**config.mk**
```make
export PLATFORM = sky130hd
export DESIGN_NAME = tdc_hit_arbiter
export DESIGN_NICKNAME = d
export VERILOG_FILES = /design/src/rtl/tdc_hit_arbiter.sv
export SDC_FILE = /design/constraint.sdc
export NUM_CORES = 2
export LEC_CHECK = 0
export BUFFER_PORTS_ARGS = -buffer_cell sky130_fd_sc_hd__buf_2
export CORE_MARGIN = 4
export CORE_UTILIZATION = 50
export DETAILED_ROUTE_END_ITERATION = 16
export PLACE_DENSITY_LB_ADDON = 0.1
export SYNTH_ARGS = -nofsm -noshare
export SYNTH_HDL_FRONTEND = slang
export SYNTH_SLANG_ARGS = --single-unit
```
**constraint.sdc**
```tcl
create_clock -name clk_i -period 13.6 [get_ports clk_i]
set_input_delay 2.04 -clock clk_i [delete_from_list [all_inputs] [get_ports clk_i]]
set_output_delay 2.04 -clock clk_i [all_outputs]
set_load 0.02 [all_outputs]
```
**src/rtl/tdc_hit_arbiter.sv**
```systemverilog
// Multi-channel TDC hit collector: per-channel pending slots, round-robin grant into a shared
// output FIFO, and an IDLE/RUN/DRAIN run-control FSM with a coarse timestamp counter.
module tdc_hit_arbiter #(
  parameter int unsigned NCH   = 4,
  parameter int unsigned DEPTH = 16,
  parameter int unsigned CW    = 25
) (
  input  logic                     clk_i,
  input  logic                     rst_ni,
  input  logic                     start_i,
  input  logic                     stop_i,
  input  logic [NCH-1:0]           en_mask_i,
  input  logic [32*NCH-1:0]        hit_word_i,
  input  logic [3*NCH-1:0]         hit_pid_i,
  output logic [63:0]              out_data_o,
  output logic                     out_valid_o,
  input  logic                     out_ready_i,
  output logic                     busy_o,
  output logic                     done_o,
  output logic [15:0]              drop_count_o,
  output logic [$clog2(DEPTH):0]   fifo_level_o
);

  localparam int unsigned AW = $clog2(DEPTH);
  localparam int unsigned RW = (NCH > 1) ? $clog2(NCH) : 1;
  localparam logic [AW:0] FullLevel = (AW + 1)'(DEPTH);

  typedef enum logic [1:0] {StIdle, StRun, StDrain} state_e;

  state_e             state_q;
  logic               done_q;
  logic [CW-1:0]      coarse_q, coarse_d;
  logic [NCH-1:0]     pend_q, pend_d;
  logic [63:0]        pend_data_q [NCH];
  logic [63:0]        pend_data_d [NCH];
  logic [RW-1:0]      rr_q;
  logic [15:0]        drop_q, drop_d;
  logic [AW-1:0]      wr_ptr_q, rd_ptr_q;
  logic [AW:0]        level_q, level_d;
  logic [63:0]        mem_q [DEPTH];

  logic               start_go, active, capture_en;
  logic               pop, push, can_push;
  logic               grant_vld;
  logic [RW-1:0]      grant_idx;
  logic [4:0]         drops;
  logic [16:0]        drop_sum;

  // Output word layout: {ch, pid, coarse, fine} packed from the top down.
  function automatic logic [63:0] pack_word(logic [3:0] ch, logic [2:0] pid,
                                            logic [CW-1:0] crs, logic [31:0] fine);
    logic [63:0] w;
    w              = '0;
    w[31:0]        = fine;
    w[32 +: CW]    = crs;
    w[32+CW +: 3]  = pid;
    w[35+CW +: 4]  = ch;
    return w;
  endfunction

  function automatic logic [RW-1:0] rr_pick(logic [RW-1:0] base, int unsigned off);
    return RW'((32'(base) + off) % NCH);
  endfunction

  assign start_go   = (state_q == StIdle) && start_i;
  assign active     = (state_q != StIdle);
  assign capture_en = (state_q == StRun);

  assign out_valid_o  = (level_q != '0);
  assign out_data_o   = out_valid_o ? mem_q[rd_ptr_q] : '0;
  assign busy_o       = active;
  assign done_o       = done_q;
  assign drop_count_o = drop_q;
  assign fifo_level_o = level_q;

  assign pop      = out_valid_o && out_ready_i;
  assign can_push = (level_q != FullLevel) || pop;
  assign push     = grant_vld;

  // Round-robin search starts one past the last granted channel.
  always_comb begin
    grant_vld = 1'b0;
    grant_idx = '0;
    if (active && can_push) begin
      for (int unsigned i = 1; i <= NCH; i++) begin
        if (!grant_vld && pend_q[rr_pick(rr_q, i)]) begin
          grant_vld = 1'b1;
          grant_idx = rr_pick(rr_q, i);
        end
      end
    end
  end

  // A slot freed by a same-edge grant can accept a new hit without dropping it.
  always_comb begin
    pend_d = pend_q;
    for (int c = 0; c < NCH; c++) begin
      pend_data_d[c] = pend_data_q[c];
    end
    drops = '0;
    if (grant_vld) begin
      pend_d[grant_idx] = 1'b0;
    end
    if (capture_en) begin
      for (int c = 0; c < NCH; c++) begin
        if (en_mask_i[c] && (hit_word_i[32*c +: 32] != '0)) begin
          if (!pend_q[c] || (grant_vld && (32'(grant_idx) == 32'(c)))) begin
            pend_d[c]      = 1'b1;
            pend_data_d[c] = pack_word(4'(c), hit_pid_i[3*c +: 3], coarse_q,
                                       hit_word_i[32*c +: 32]);
          end else begin
            drops = drops + 5'd1;
          end
        end
      end
    end
  end

  always_comb begin
    drop_sum = {1'b0, drop_q} + {12'b0, drops};
    if (start_go) begin
      drop_d = '0;
    end else if (drop_sum[16]) begin
      drop_d = 16'hFFFF;
    end else begin
      drop_d = drop_sum[15:0];
    end
  end

  always_comb begin
    if (start_go) begin
      coarse_d = '0;
    end else if (active) begin
      coarse_d = coarse_q + 1'b1;
    end else begin
      coarse_d = coarse_q;
    end
  end

  always_comb begin
    level_d = level_q;
    if (push && !pop) begin
      level_d = level_q + 1'b1;
    end else if (!push && pop) begin
      level_d = level_q - 1'b1;
    end
  end

  // Run-control FSM with registered done pulse.
  always_ff @(posedge clk_i or negedge rst_ni) begin
    if (!rst_ni) begin
      state_q <= StIdle;
      done_q  <= 1'b0;
    end else begin
      done_q <= 1'b0;
      unique case (state_q)
        StIdle: begin
          if (start_i) state_q <= StRun;
        end
        StRun: begin
          if (stop_i) state_q <= StDrain;
        end
        StDrain: begin
          if ((pend_q == '0) && (level_q == '0)) begin
            state_q <= StIdle;
            done_q  <= 1'b1;
          end
        end
        default: state_q <= StIdle;
      endcase
    end
  end

  always_ff @(posedge clk_i or negedge rst_ni) begin
    if (!rst_ni) begin
      coarse_q <= '0;
      pend_q   <= '0;
      rr_q     <= '0;
      drop_q   <= '0;
      wr_ptr_q <= '0;
      rd_ptr_q <= '0;
      level_q  <= '0;
      for (int c = 0; c < NCH; c++) begin
        pend_data_q[c] <= '0;
      end
    end else begin
      coarse_q <= coarse_d;
      pend_q   <= pend_d;
      drop_q   <= drop_d;
      level_q  <= level_d;
      for (int c = 0; c < NCH; c++) begin
        pend_data_q[c] <= pend_data_d[c];
      end
      if (grant_vld) rr_q <= grant_idx;
      if (push) wr_ptr_q <= wr_ptr_q + 1'b1;
      if (pop) rd_ptr_q <= rd_ptr_q + 1'b1;
    end
  end

  // Storage is not reset; occupancy gating keeps stale words invisible.
  always_ff @(posedge clk_i) begin
    if (push) begin
      mem_q[wr_ptr_q] <= pend_data_q[grant_idx];
    end
  end

endmodule

```
==> flow_summary.yaml <==
finish:
  area.growth.synth_to_final_pct: 14.0
  layout-drive-gt1-share_pct: 37.1
  final_common_cell: "edfxtp_1"
  postLayoutCoreUtil_pct: 57.5
  fin_nets: 3121
  mostFrequentLayoutCells: "edfxtp_1, mux4_2, dfrtp_1, mux2_2, buf_2"
route:
  ant_nets: 0
  wl_met2_um: 61900
  drt_iter0_drc: 2662
  routed_wl_um: 127000
  dr.pass1.iters: 5
  drc: 0
  via_per_inst: 6.01
  via_count: 26700
  wl_met1_um: 55000
  routed.top_layer: "met5"
  wl_per_cell_um: 28.5
  dr_wl_met3_um: 7620
synthesis:
  synth_top_family_by_area: "multiplexers"
  synth_edf_count: 992
  synth-seq-cells: 1298
  yosysWarnings: 0
  synth_fa_ha_area_share_pct: 0.484
  netlist-cell-type-count: 58
  muxShareOfSynthArea_pct: 21.2
  synthXorXnorAreaFrac_pct: 0.352
  syn_avg_cell_area_um2: 19.7
  synth_simple_gate_area_share_pct: 3.16
  synthArstFlopShare_pct: 23.6
  synth-compound-area-share_pct: 1.76
  syn_inst: 2654
  yosysSeqAreaShare_pct: 71.6
  syn-cell-area_mm2: 0.0523
  synth_ff_type: "edfxtp_1"
critical_path:
  worstSetupPathType: "register to output pin"
  cp_common_cell: "mux4_2"
  crit_path_start_kind: "register"
  critical-path-top-delay-family: "buffers and inverters"
  crit_buf_inv: 3
  required_ns: 11.56
  arrival_ns: 5.13
  end_kind: "output pin"
  worstPathCellList: "buf_12 > buf_4 > mux4_2 > mux4_2 > and2_1 > buf_2"
  cp_max_fo: 120
  reg2reg_depth: 21
  cp_num_cells: 6
  critPathSlowestCell: "dfrtp_4"
  critPathMaxStageDelay_ns: 1.07
clock_tree:
  cts_root_buffer: "clkbuf_16"
  clockBufferDepth: 3
  htree_levels: 4
  post_cts_buffers: 0
  cts_buffers: 135
  tritoncts: "built"
  cts.sinks: 1298
  cts.reportedPaths.clkPinSlew_ns: 0.06
  clk_latency_ns: 0.73
  hold_buffers: 0
  cts_resized: 0
grt:
  grt_max_degree: 121
  grt_pass1_vias: 28300
  grt_pass1_wl_um: 189000
  antenna_found_initial: 10
  grt_use_total_pct: 23.2
  grt-ovfl-total: 0
placed_design:
  io_buffers: 234
  post-dp-hpwl_um: 72200
  gp_congestion: 0.876
hold_path:
  worstHoldPathCells: 1
  hold_class: "register to register"
timing:
  tns_ns: 0
  hold_ws_ns: 0.480
  skew_ns: 0.0264
  period_share_pct: 52.8
  setup_viol: 0
  fmax_mhz: 139
  finalCriticalPeriod_ns: 7.17
  worstMarginPinSlew_ns: 1.35
  hold_viol_final: 0
  rsz0062_at_grt: "no"
  slew_headroom_pct: 10.3
  drv_slew: 0
run_status:
  outcome: "finished clean"
power_and_ir_drop:
  leakage_uw: 0.0213
  power_density_mw_per_mm2: 277
  peakVddDrop_mv: 0.191
  total_power_uw: 16500
die:
  die_y_um: 331
  rows: 118
  die_w_um: 331
  ios: 237
  start_util_pct: 50.4
  core-area_mm2: 0.104
  dieArea_mm2: 0.110
job:
  cap_violations: 0
area by class of cell:
class / instances / area, um^2
clock buffers: 186 / 3730
inverters: 14 / 52.6
flip-flops and latches: 1298 / 37500
multi-input cells: 1195 / 14300
fillers: 7777 / 44100
clock inverters: 58 / 558
repair buffers: 309 / 1760
diodes: 2 / 5.00
well taps: 1380 / 1730
cells in the mapped netlist (all sizes together), types with 5 or more instances:
cell / count / area share (%)
edfxtp: 992 / 57
mux4: 310 / 13
dfrtp: 306 / 15
mux2: 303 / 6.5
nor2: 92 / 0.67
a21oi: 84 / 0.81
buf: 81 / 0.82
mux2i: 68 / 1.3
clkbuf: 67 / 0.48
and2: 65 / 0.78
nand2: 45 / 0.32
nor4: 35 / 0.44
o21ai: 30 / 0.29
nand3: 24 / 0.23
ha: 17 / 0.41
inv: 14 / 0.10
xnor2: 14 / 0.23
nand4: 12 / 0.14
o211ai: 10 / 0.14
o31ai: 9 / 0.13
and3: 8 / 0.096
nand2b: 8 / 0.096
nor3: 7 / 0.067
xor2: 7 / 0.12
or2: 6 / 0.072
a21o: 5 / 0.072
nor2b: 5 / 0.060
worst paths after layout:
check                                              from                            to  slack, ns
setup / recovery                rd_ptr_q[0]$_DFFE_PN0N_                out_data_o[58]       6.43
hold / removal             pend_data_q[125]$_DFFE_PN0P_  pend_data_q[125]$_DFFE_PN0P_       0.48
setup reg to reg                 state_q[1]$_DFFE_PN0P_    drop_count_o[11]$_DFF_PN0_       7.65
hold reg to reg            pend_data_q[125]$_DFFE_PN0P_  pend_data_q[125]$_DFFE_PN0P_       0.48
max in group asynchronous                        rst_ni   pend_data_q[21]$_DFFE_PN0P_      10.71
min in group asynchronous                        rst_ni  pend_data_q[235]$_DFFE_PN0P_       1.29
per-layer routing:
layer | vias up | global-route usage, %
met5 | - | 0
met4 | 4 | 5.23
met3 | 152 | 4.02
met2 | 846 | 37.4
met1 | 14400 | 33.7
li1 | 11300 | -
flip-flops by register name (all words and copies together) (netlist names):
signal        flops
mem_q           992
pend_data_q     243
coarse_q         25
drop_count_o     16
fifo_level_o      5
pend_q            4
rd_ptr_q          4
wr_ptr_q          4
rr_q              2
state_q           2
done_o            1
where the power goes:
part | total [uW] | internal (uW) | switching [uW]
clock | 3580 | 2100 | 1490
sequential | 6920 | 6450 | 467
combinational | 6030 | 2290 | 3730
stage by stage:
stage	setup slack, ns	area [um^2]	std cells
floorplan	5.95	52300	2655
CTS	6.06	59500	4440
finish	6.43	59600	4442
detailed placement	6.08	55300	4196
global placement	6.30	55300	4196
global route	5.81	59600	4442
logic make-up (layout without fill, tap and decap cells):
family                     Yosys count  count (layout)
buffers and inverters              162             567
adders and majority gates           19              19
and+or+nand+nor                    317             317
xor gates and xnor gates            21              21
AOI/OAI and AO/OA                  155             155
other                                1               4
muxes                              681             681
DFF                               1298            1298
Note: power is estimated with default switching activity, not from simulation.
